**src/rtl/pipelined_arith_unit.sv**
```systemverilog
`default_nettype none
// =============================================================================
// pipelined_arith_unit : ADD/SUB/ADC/SBB over STAGES carry-ripple slices, one slice per stage
// Revision 1.0
// =============================================================================
module pipelined_arith_unit #(
   parameter int WIDTH  = 8,
   parameter int STAGES = 2
) (
   input  logic             clk,
   input  logic             reset,
   input  logic             in_valid,
   output logic             in_ready,
   input  logic [WIDTH-1:0] in_a,
   input  logic [WIDTH-1:0] in_b,
   input  logic [1:0]       in_op,
   input  logic             in_cin,
   output logic             out_valid,
   input  logic             out_ready,
   output logic [WIDTH-1:0] out_result,
   output logic             out_carry,
   output logic             out_overflow,
   output logic             out_zero,
   output logic             out_negative
);
   localparam int c_SLICE_W = WIDTH / STAGES;

   if (WIDTH < 4 || WIDTH > 64 || STAGES < 1 || STAGES > 4 || (WIDTH % STAGES) != 0) begin : g_param_check
      $fatal(1, "pipelined_arith_unit: illegal WIDTH=%0d STAGES=%0d", WIDTH, STAGES);
   end

   logic             w_advance;
   logic             w_sub;
   logic             w_cin0;
   logic [WIDTH-1:0] w_b_eff;

   assign w_advance = ~out_valid | out_ready;
   assign in_ready  = w_advance;

   // Subtraction is A + ~B + 1 (SUB) or A + ~B + ~cin (SBB); the final carry is inverted into a borrow.
   assign w_sub   = in_op[0];
   assign w_cin0  = in_op[0] ^ (in_op[1] & in_cin);
   assign w_b_eff = w_sub ? ~in_b : in_b;

   for (genvar s = 0; s < STAGES; s++) begin : g_stage
      localparam int c_REM_W  = WIDTH - s * c_SLICE_W;
      localparam int c_DONE_W = (s + 1) * c_SLICE_W;

      logic                w_valid_i;
      logic [c_REM_W-1:0]  w_a_i;
      logic [c_REM_W-1:0]  w_b_i;
      logic                w_cy_i;
      logic                w_sub_i;
      logic [c_SLICE_W:0]  w_sum;
      logic [c_DONE_W-1:0] w_res_o;

      if (s == 0) begin : g_first
         assign w_valid_i = in_valid;
         assign w_a_i     = in_a;
         assign w_b_i     = w_b_eff;
         assign w_cy_i    = w_cin0;
         assign w_sub_i   = w_sub;
         assign w_res_o   = w_sum[c_SLICE_W-1:0];
      end else begin : g_next
         assign w_valid_i = g_stage[s-1].g_mid.r_valid;
         assign w_a_i     = g_stage[s-1].g_mid.r_a;
         assign w_b_i     = g_stage[s-1].g_mid.r_b;
         assign w_cy_i    = g_stage[s-1].g_mid.r_cy;
         assign w_sub_i   = g_stage[s-1].g_mid.r_sub;
         assign w_res_o   = {w_sum[c_SLICE_W-1:0], g_stage[s-1].g_mid.r_res};
      end

      assign w_sum = {1'b0, w_a_i[c_SLICE_W-1:0]} + {1'b0, w_b_i[c_SLICE_W-1:0]}
                   + {{c_SLICE_W{1'b0}}, w_cy_i};

      if (s < STAGES - 1) begin : g_mid
         // Only the operand slices still to be consumed are skewed forward.
         logic                          r_valid;
         logic [c_REM_W-c_SLICE_W-1:0]  r_a;
         logic [c_REM_W-c_SLICE_W-1:0]  r_b;
         logic                          r_cy;
         logic                          r_sub;
         logic [c_DONE_W-1:0]           r_res;

         always_ff @(posedge clk) begin
            if (!reset) begin
               r_valid <= 1'b0;
               r_a     <= '0;
               r_b     <= '0;
               r_cy    <= 1'b0;
               r_sub   <= 1'b0;
               r_res   <= '0;
            end else if (w_advance) begin
               r_valid <= w_valid_i;
               r_a     <= w_a_i[c_REM_W-1:c_SLICE_W];
               r_b     <= w_b_i[c_REM_W-1:c_SLICE_W];
               r_cy    <= w_sum[c_SLICE_W];
               r_sub   <= w_sub_i;
               r_res   <= w_res_o;
            end
         end
      end else begin : g_last
         // Operand MSBs are in this slice; b is already inverted for subtraction.
         always_ff @(posedge clk) begin
            if (!reset) begin
               out_valid    <= 1'b0;
               out_result   <= '0;
               out_carry    <= 1'b0;
               out_overflow <= 1'b0;
               out_zero     <= 1'b0;
               out_negative <= 1'b0;
            end else if (w_advance) begin
               out_valid    <= w_valid_i;
               out_result   <= w_res_o;
               out_carry    <= w_sum[c_SLICE_W] ^ w_sub_i;
               out_overflow <= (w_a_i[c_SLICE_W-1] == w_b_i[c_SLICE_W-1]) &&
                               (w_sum[c_SLICE_W-1] != w_a_i[c_SLICE_W-1]);
               out_zero     <= (w_res_o == '0);
               out_negative <= w_sum[c_SLICE_W-1];
            end
         end
      end
   end

endmodule
`default_nettype wire

```
**config.mk**
```make
export PLATFORM = sky130hd
export DESIGN_NAME = pipelined_arith_unit
export DESIGN_NICKNAME = d
export VERILOG_FILES = /design/src/rtl/pipelined_arith_unit.sv
export SDC_FILE = /design/constraint.sdc
export NUM_CORES = 1
export LEC_CHECK = 0
export CORE_MARGIN = 2
export CORE_UTILIZATION = 51
export DETAILED_ROUTE_END_ITERATION = 16
export PLACE_DENSITY_LB_ADDON = 0.2
export SYNTH_ARGS = -nofsm -noshare
export SYNTH_HDL_FRONTEND = slang
export SYNTH_SLANG_ARGS = --single-unit
```
**constraint.sdc**
```tcl
create_clock -name clk -period 3.2 [get_ports clk]
set_clock_uncertainty 0.05 [all_clocks]
set_input_delay 0.64 -clock clk [delete_from_list [all_inputs] [get_ports clk]]
set_output_delay 0.64 -clock clk [all_outputs]
set_load 0.05 [all_outputs]
```
==> results of run 1 <==
[registers in the layout, summed over array words and instances (netlist names)]
signal                 flops
out_result                 8
g_stage.g_mid.r_a          4
out_valid                  1
g_stage.g_mid.r_res        4
g_stage.g_mid.r_sub        1
g_stage.g_mid.r_valid      1
g_stage.g_mid.r_cy         1
out_zero                   1
out_overflow               1
out_carry                  1
g_stage.g_mid.r_b          4
[logic make-up (layout without fill, tap and decap cells)]
family                     Yosys count  count (layout)  share of synthesized area [%]
and+or+nand+nor                     52              52                           17.4
AOI/OAI and AO/OA                   35              35                           18.7
DFF                                 27              27                           38.4
buffers and inverters               18              51                           6.39
xor gates and xnor gates            13              13                           8.08
adders and majority gates           10              10                           11.0
[per-stage QoR]
step | hold WS, ps | cell area, sq um
floorplan | 390 | 1410
global placement | 398 | 1770
detailed placement | 405 | 1770
CTS | 429 | 1800
global route | 456 | 1800
finish | 424 | 1800
[power by group]
group	total [W]	leakage [nW]	switching, W	internal (W)
Clock	0.000148	0.0150	0.0000993	0.0000490
Sequential	0.000395	0.224	0.0000227	0.000372
Combinational	0.000272	0.528	0.000149	0.000123
Total	0.000815	0.767	0.000271	0.000544
[routing by layer]
layer | global-route usage (%) | vias to the layer above | wire (microns)
met3 | 2.76 | 4 | 103
met1 | 21.4 | 517 | 1190
met2 | 32.7 | 27 | 1330
met5 | 0 | - | 0
met4 | 9.86 | 0 | 61
li1 | - | 586 | -
[layout by cell type (no fill, tap or decap)]
master,count
dfxtp_1,27
inv_2,1
nor2b_1,1
a21oi_1,5
clkbuf_1,1
nand2_1,38
a21boi_0,13
clkbuf_4,3
fa_1,4
nor3_1,1
a32o_1,1
xor2_1,4
a21o_1,2
ha_1,6
o211a_1,7
buf_4,5
o21ai_0,3
nand3_1,3
nor3b_1,1
clkdlybuf4s50_1,35
nor4_2,1
nor2b_4,1
nand3b_1,4
and3_1,1
o21a_1,1
xnor2_1,9
o221ai_1,1
o21ai_1,1
a311o_1,1
nand4_1,1
inv_1,6
[layout make-up]
cell class / instances / area share [%]
Clock buffer: 4 / 1.46
Inverter: 7 / 1.46
Multi-Input combinational cell: 110 / 43.3
Sequential cell: 27 / 30.1
Tap cell: 31 / 2.16
Timing Repair Buffer: 40 / 21.6
[worst max-delay path, cell delays in order]
cell             delay (ps)
clkdlybuf4s50_1         510
xor2_1                  220
fa_1                    440
fa_1                    420
a21o_1                  180
a21oi_1                 130
a21oi_1                  70
[worst max path at each step]
stage / slack, ps / to / cells after the start / from
after floorplan: 830 / g_stage[0].g_mid.r_cy / 7 / in_op[0]
after global placement: 440 / g_stage[0].g_mid.r_cy / 7 / in_op[0]
after detailed placement: 390 / g_stage[0].g_mid.r_cy / 7 / in_op[0]
after CTS: 760 / g_stage[0].g_mid.r_cy / 7 / in_op[0]
after global routing: 670 / g_stage[0].g_mid.r_cy / 7 / in_op[0]
final: 760 / g_stage[0].g_mid.r_cy / 7 / in_op[0]
==> results.py, run 1 <==
metrics = {
    "clock_network": {
        "path_clk_slew_ps": 140,
        "cts_resized": 0,
        "htree_levels": 1,
        "clk_latency_ps": 330,
        "cts_sinks": 27,
        "cts-root-buf": "clkbuf_4",
        "cts_tree": "built",
        "clock_path_buffers": 2,
        "hold_buffers": 0,
        "post_cts_buffers": 0,
        "cts_buffers": 3,
    },
    "global_route": {
        "grt-ovfl-total": 0,
        "grt_pass1_wl_microns": 4650,
        "antenna_found_initial": 0,
        "grt_usage_pct": 18.6,
        "first_global_vias": 1104,
        "grt_max_degree": 37,
    },
    "placed_design": {
        "place_inst": 215,
        "dp_slack_ps": 393,
        "hpwl_microns": 2100,
        "numPortBuffers": 36,
        "gp_congestion": 0.777,
    },
    "floorplan": {
        "ios": 37,
        "die_h_microns": 56.6,
        "core_sq_mm": 0.00269,
        "start_util_pct": 52.4,
        "rows": 19,
        "die_w_microns": 56.6,
        "dieArea_sq_mm": 0.00320,
    },
    "final_layout": {
        "stdcell_count": 219,
        "fin_util_pct": 66.9,
        "fillCellCount": 240,
        "drive_above_1_share_pct": 5.85,
        "regArea_sq_um": 541,
        "finalNetCount": 222,
        "multiInputGateArea_sq_um": 778,
        "diodes": 0,
        "syn_to_final_growth_pct": 27.6,
    },
    "synthesis": {
        "synth_nets": 188,
        "ys.flop_type": "dfxtp_1",
        "ys_ff_latch": 27,
        "synthTopCellsByArea": "dfxtp_1 (38%), nand2_1 (10%), a21boi_0 (6.9%), fa_1 (5.7%), xnor2_1 (5.6%)",
        "ys.warnings.count": 0,
        "yosys.area.top_type": "dfxtp_1",
        "synth_cell_types": 31,
        "yosysTopAreaCellShare_pct": 38.4,
        "async_reset_ff_share_pct": 0,
        "syn_avg_cell_area_sq_um": 9.09,
        "synth.most_common_cell": "nand2_1",
        "ys_seq_area_share_pct": 38.4,
        "syn-instance-count": 155,
        "synth_common_cells": "nand2_1 (38), dfxtp_1 (27), a21boi_0 (13)",
        "synthesis.area_sq_mm": 0.00141,
        "synth_edf_count": 0,
    },
    "routing": {
        "postRouteAntennaNets": 0,
        "drt_iter0_drc": 11,
        "drt_wl_total_microns": 2690,
        "num_vias": 1134,
        "wire_per_inst_microns": 12.3,
        "vias_per_cell": 5.18,
        "dr.pass1.iters": 4,
        "drc_errors": 0,
    },
    "job": {
        "cap_violations": 0,
    },
    "power": {
        "power_density_mw_per_mm2": 453,
        "p_total_w": 0.000815,
        "peakVddDrop_v": 0.000370,
        "p_leak_nw": 0.767,
    },
    "setup_path": {
        "crit_arrival_ps": 2610,
        "cp.required_ps": 3380,
        "r2r_setup_slack_ps": 1100,
        "cp_max_fo": 5,
        "path_class": "in2reg",
        "cp-start-kind": "input port",
        "worstRegToRegCells": 7,
        "reg2reg_from": "g_stage[0].g_mid.r_a[0]",
        "r2r_end": "out_zero",
        "worst_setup_path_end_kind": "flop",
    },
    "hold_path": {
        "hp-class": "reg2reg",
        "min_path_cells": 2,
        "hold_start": "out_result[1]",
        "min_to": "out_result[1]",
    },
    "sta": {
        "worst_pin_slew_ps": 695,
        "fin_setup_tns_ps": 0,
        "finalHoldViolations": 0,
        "fin_crit_sh_pct": 76.1,
        "slew_headroom_pct": 53.5,
        "fmax_ghz": 0.411,
        "setup_viol": 0,
        "rsz0062_at_grt": "false",
        "min_period_ps": 2440,
        "worst_slack_ps": 764,
        "drv_slew": 0,
    },
    "status": {
        "status": "complete, no violations",
    },
}
Power figures use the tool's default switching activity.
==> run 2, diff against run 1 <==
--- a/config.mk
+++ b/config.mk
@@ -6,7 +6,7 @@
 export NUM_CORES = 1
 export LEC_CHECK = 0
 export CORE_MARGIN = 2
-export CORE_UTILIZATION = 51
+export CORE_UTILIZATION = 43
 export DETAILED_ROUTE_END_ITERATION = 16
 export PLACE_DENSITY_LB_ADDON = 0.2
 export SYNTH_ARGS = -nofsm -noshare
==> constraint.sdc (replaced) <==
create_clock -name clk -period 2 [get_ports clk]
set_clock_uncertainty 0.05 [all_clocks]
set_input_delay 0.4 -clock clk [delete_from_list [all_inputs] [get_ports clk]]
set_output_delay 0.4 -clock clk [all_outputs]
set_load 0.05 [all_outputs]
==> results.py, run 2 (synthesized netlist as in run 1, its figures left out) <==
metrics = {
    "status": {
        "status": "complete, no violations",
    },
    "placed_design": {
        "hpwl_microns": 2230,
        "place_area_sq_mm": 0.00184,
        "numPortBuffers": 36,
        "dp_slack_ps": -365,
        "place_inst": 234,
        "gp_congestion": 0.778,
    },
    "setup_path": {
        "path_class": "reg2out",
        "r2r_end": "out_carry",
        "crit_chain": "clkdlybuf4s50_1",
        "cp_max_fo": 3,
        "worstRegToRegCells": 7,
        "cp.required_ps": 1550,
        "r2r_setup_slack_ps": 40,
        "critical-path-max-stage-delay_ps": 810,
        "crit_arrival_ps": 1510,
        "cp.buffers_inverters": 1,
        "cp_slowest_cell": "clkdlybuf4s50_1",
        "cp-start-kind": "flop",
        "cp_top_family": "buffers and inverters",
        "reg2reg_from": "g_stage[0].g_mid.r_a[0]",
        "worst_setup_path_end_kind": "output port",
    },
    "routing": {
        "vias_per_cell": 4.75,
        "drc_errors": 0,
        "dr.pass1.iters": 4,
        "drt_wl_total_microns": 2780,
        "wire_per_inst_microns": 11.6,
        "postRouteAntennaNets": 0,
        "num_vias": 1141,
        "drt_iter0_drc": 32,
    },
    "sta": {
        "drv_slew": 0,
        "finalHoldViolations": 0,
        "fmax_ghz": 0.510,
        "rsz0062_at_grt": "true",
        "worst_pin_slew_ps": 511,
        "setup_viol": 0,
        "slew_headroom_pct": 65.8,
        "worst_slack_ps": 38.7,
        "min_period_ps": 1960,
        "fin_crit_sh_pct": 98.1,
    },
    "clock_network": {
        "clk_latency_ps": 320,
        "path_clk_slew_ps": 130,
        "cts_sinks": 27,
        "htree_levels": 1,
        "cts_tree": "built",
        "clock_path_buffers": 2,
        "cts-root-buf": "clkbuf_4",
        "cts_buffers": 3,
    },
    "floorplan": {
        "die_w_microns": 61.2,
        "core_sq_mm": 0.00308,
        "die_h_microns": 61.2,
        "start_util_pct": 45.8,
        "ios": 37,
        "rows": 20,
        "dieArea_sq_mm": 0.00375,
    },
    "final_layout": {
        "syn_to_final_growth_pct": 35.8,
        "drive_above_1_share_pct": 15.8,
        "largest_register": "out_result",
        "layout_common_cells": "nand2_1 (37), clkdlybuf4s50_1 (31), dfxtp_1 (25), a21boi_0 (13), buf_4 (13)",
        "mostFrequentLayoutCell": "nand2_1",
        "finalNetCount": 230,
        "design_area_sq_mm": 0.00191,
        "fillCellCount": 291,
        "largest_reg_flops": 8,
        "diodes": 0,
        "stdcell_count": 240,
    },
    "global_route": {
        "first_global_vias": 1070,
        "grt_usage_pct": 16.0,
        "antenna_found_initial": 0,
        "grt-ovfl-total": 0,
        "grt_max_degree": 17,
        "grt_pass1_wl_microns": 4430,
    },
    "hold_path": {
        "hold_start": "out_result[3]",
        "hp-class": "reg2reg",
        "min_path_cells": 2,
        "min_to": "out_result[3]",
    },
    "power": {
        "power_density_mw_per_mm2": 695,
        "p_total_w": 0.00133,
        "p_leak_nw": 0.841,
        "peakVddDrop_v": 0.000295,
    },
    "job": {
        "cap_violations": 0,
    },
}
## run 2: timing repair
item / in CTS / in global routing
endpoints found under the setup margin: 5 / 6
hold buffers: 0 / 0
buffers inserted: 0 / 2
resized for setup: 10 / 4
pin swaps: 9 / 5
## run 2: how the worst max path moves through the flow
stage	start	to	slack (ps)	cells past startpoint
floorplan	in_op[0]	g_stage[0].g_mid.r_cy	7	7
global placement	in_op[0]	g_stage[0].g_mid.r_cy	-340	7
detailed placement	in_op[0]	g_stage[0].g_mid.r_cy	-370	7
CTS	g_stage[0].g_mid.r_cy	out_carry	7	7
global route	g_stage[0].g_mid.r_a[0]	out_carry	-20	7
finish	out_result[7]	out_negative	40	1
## run 2: through the flow
stage          hold WS [ps]  util [%]  TNS (ps)
2_1_floorplan           390         -         0
3_3_place_gp            398      59.7     -1290
3_5_place_dp            408      59.7     -1500
4_1_cts                 430      61.3         0
5_1_grt                 450      62.2     -26.3
6_report                423      62.2         0
## run 2: area by class of cell
type                            count  area [sq um]  share of cell area, %
Tap cell                           44          55.1                   2.88
Inverter                            7          26.3                   1.37
Clock buffer                        4          26.3                   1.37
Timing Repair Buffer               48           447                   23.3
Multi-Input combinational cell    110           816                   42.6
Sequential cell                    27           543                   28.4
## run 2: layer usage
| layer | GRT usage [%] | routed length (microns) |
|---|---|---|
| met1 | 18.6 | 1250 |
| met2 | 30.1 | 1390 |
| met3 | 1.26 | 107 |
| met4 | 6.52 | 39 |
| met5 | 0 | 0 |
## run 2: power breakdown
group	total (W)	switching, W	internal, W
sequential	0.000636	0.0000396	0.000596
combinational	0.000465	0.000246	0.000219
clock	0.000228	0.000150	0.0000781
==> run 3, diff against run 2 <==
--- a/config.mk
+++ b/config.mk
@@ -5,7 +5,7 @@
 export SDC_FILE = /design/constraint.sdc
 export NUM_CORES = 1
 export LEC_CHECK = 0
-export CORE_MARGIN = 2
+export CORE_MARGIN = 3
 export CORE_UTILIZATION = 43
 export DETAILED_ROUTE_END_ITERATION = 16
 export PLACE_DENSITY_LB_ADDON = 0.2
==> results.py, run 3 (synthesized netlist as in run 1, its figures left out) <==
metrics = {
    "setup_path": {
        "path_class": "reg2reg",
        "worstRegToRegCells": 7,
        "crit_arrival_ps": 2140,
        "critical-path-max-stage-delay_ps": 400,
        "cp.depth": 7,
        "worst_setup_path_end_kind": "flop",
        "cp_max_fo": 2,
        "crit_chain": "inv_2, fa_2, fa_2, xnor2_2, nor4_2, and3_1, a32o_1",
        "cp_slowest_cell": "fa_2",
        "critPathMostFrequentCell": "fa_2",
        "cp.buffers_inverters": 1,
        "cp.required_ps": 2190,
        "cp-start-kind": "flop",
        "cp_top_family": "adder cells",
    },
    "sta": {
        "worst_slack_ps": 52.5,
        "slew_headroom_pct": 66.2,
        "whs_ps": 420,
        "fin_setup_tns_ps": 0,
        "fmax_ghz": 0.513,
        "fin_crit_sh_pct": 97.4,
        "min_period_ps": 1950,
        "drv_slew": 0,
        "worst_pin_slew_ps": 506,
        "rsz0062_at_grt": "true",
        "setup_viol": 0,
        "finalHoldViolations": 0,
    },
    "clock_network": {
        "path_clk_slew_ps": 140,
        "cts_buffers": 3,
        "cts_sinks": 27,
        "cts_tree": "built",
        "hold_buffers": 0,
        "htree_levels": 1,
        "cts-root-buf": "clkbuf_4",
        "clk_latency_ps": 330,
        "clock_path_buffers": 2,
    },
    "routing": {
        "dr.pass1.iters": 4,
        "drt_wl_total_microns": 2840,
        "vias_per_cell": 4.92,
        "wire_per_inst_microns": 12.0,
        "num_vias": 1166,
        "drc_errors": 0,
        "postRouteAntennaNets": 0,
        "drt_iter0_drc": 34,
    },
    "hold_path": {
        "hp-class": "reg2reg",
        "min_path_cells": 2,
    },
    "floorplan": {
        "ios": 37,
        "rows": 20,
        "die_h_microns": 63.2,
        "die_w_microns": 63.2,
        "core_sq_mm": 0.00308,
        "dieArea_sq_mm": 0.00400,
        "start_util_pct": 45.8,
    },
    "job": {
        "cap_violations": 0,
    },
    "global_route": {
        "first_global_vias": 1155,
        "busiest_layer": "met2",
        "use_met1_pct": 17.4,
        "antenna_found_initial": 0,
        "grt_max_degree": 20,
        "grt_usage_pct": 15.1,
        "grt_pass1_wl_microns": 4900,
        "gr-usage-met2_pct": 27.7,
        "grt-ovfl-total": 0,
        "use_met3_pct": 1.96,
    },
    "placed_design": {
        "hpwl_microns": 2240,
        "dp_slack_ps": -364,
        "numPortBuffers": 36,
        "gp_congestion": 0.813,
    },
    "power": {
        "power_density_mw_per_mm2": 700,
        "peakVddDrop_v": 0.000243,
        "p_leak_nw": 0.928,
    },
    "status": {
        "status": "complete, no violations",
    },
    "final_layout": {
        "diodes": 0,
        "mostFrequentLayoutCell": "nand2_1",
        "syn_to_final_growth_pct": 36.1,
        "drive_above_1_share_pct": 15.0,
        "finalNetCount": 227,
        "layout_common_cells": "nand2_1 (37), dfxtp_1 (26), clkdlybuf4s50_1 (26), a21boi_0 (13), buf_4 (10)",
        "fin_util_pct": 62.3,
        "largest_register": "out_result",
        "largest_reg_flops": 8,
    },
}
[run 3: changes by cell type in the layout (fill, tap and decap cells not counted), moves of 2 or more]
cell             previous run  this run
a21oi_1                     5         3
a21oi_2                     0         2
buf_4                      13        10
clkdlybuf4s50_1            31        26
dlygate4sd2_1               3         0
dlymetal6s2s_1              1         9
[run 3: per-layer routing]
metal	share of wire, %	vias to the layer above	wire length (microns)
met5	0	-	0
met4	1.8	0	51
met3	4.2	5	118
met2	50	29	1420
met1	44	540	1250
li1	-	592	-
[run 3: layout make-up]
class,instances,area (sq um)
repair buffers,45,448
inverters,7,26.3
multi-input cells,110,820
fillers,293,1160
flip-flops and latches,27,542
well taps,44,55.1
clock buffers,4,26.3
[run 3: stage by stage]
step                      std cells  cell area (sq um)  total power [W]
after detailed placement        232               1820          0.00110
after floorplan                 155               1420         0.000941
final                           237               1920          0.00134
after global placement          232               1820          0.00108
after global routing            237               1920          0.00142
after CTS                       236               1860          0.00134
[run 3: worst reg2reg max path, delay by kind of cell (launching register included)]
kind	cells	cell delay [ps]
adders and majority gates	2	780
DFF	1	360
and+or+nand+nor	2	220
AOI/OAI and AO/OA	1	210
xor gates and xnor gates	1	190
buffers and inverters	1	50
[run 3: path summary, 6_finish.rpt]
| path | from | to | slack, ps |
|---|---|---|---|
| setup reg to reg | g_stage[0].g_mid.r_a[0] | out_zero | 50 |
| setup / recovery | g_stage[0].g_mid.r_a[0] | out_zero | 50 |
| hold / removal | out_result[2] | out_result[2] | 420 |
| hold reg to reg | out_result[2] | out_result[2] | 420 |
[run 3: where the power goes]
part	total (W)	leakage [nW]	switching, W	internal [W]
Sequential	0.000633	0.224	0.0000371	0.000595
Combinational	0.000469	0.689	0.000250	0.000219
Clock	0.000241	0.0150	0.000163	0.0000783
[run 3: repair_timing]
| item | 4_1_cts | 5_1_grt |
|---|---|---|
| pin swaps | 0 | 6 |
| buffers inserted | 0 | 1 |
| gates cloned | 0 | 0 |
| setup endpoints to repair | 3 | 12 |
| resized for setup | 4 | 16 |
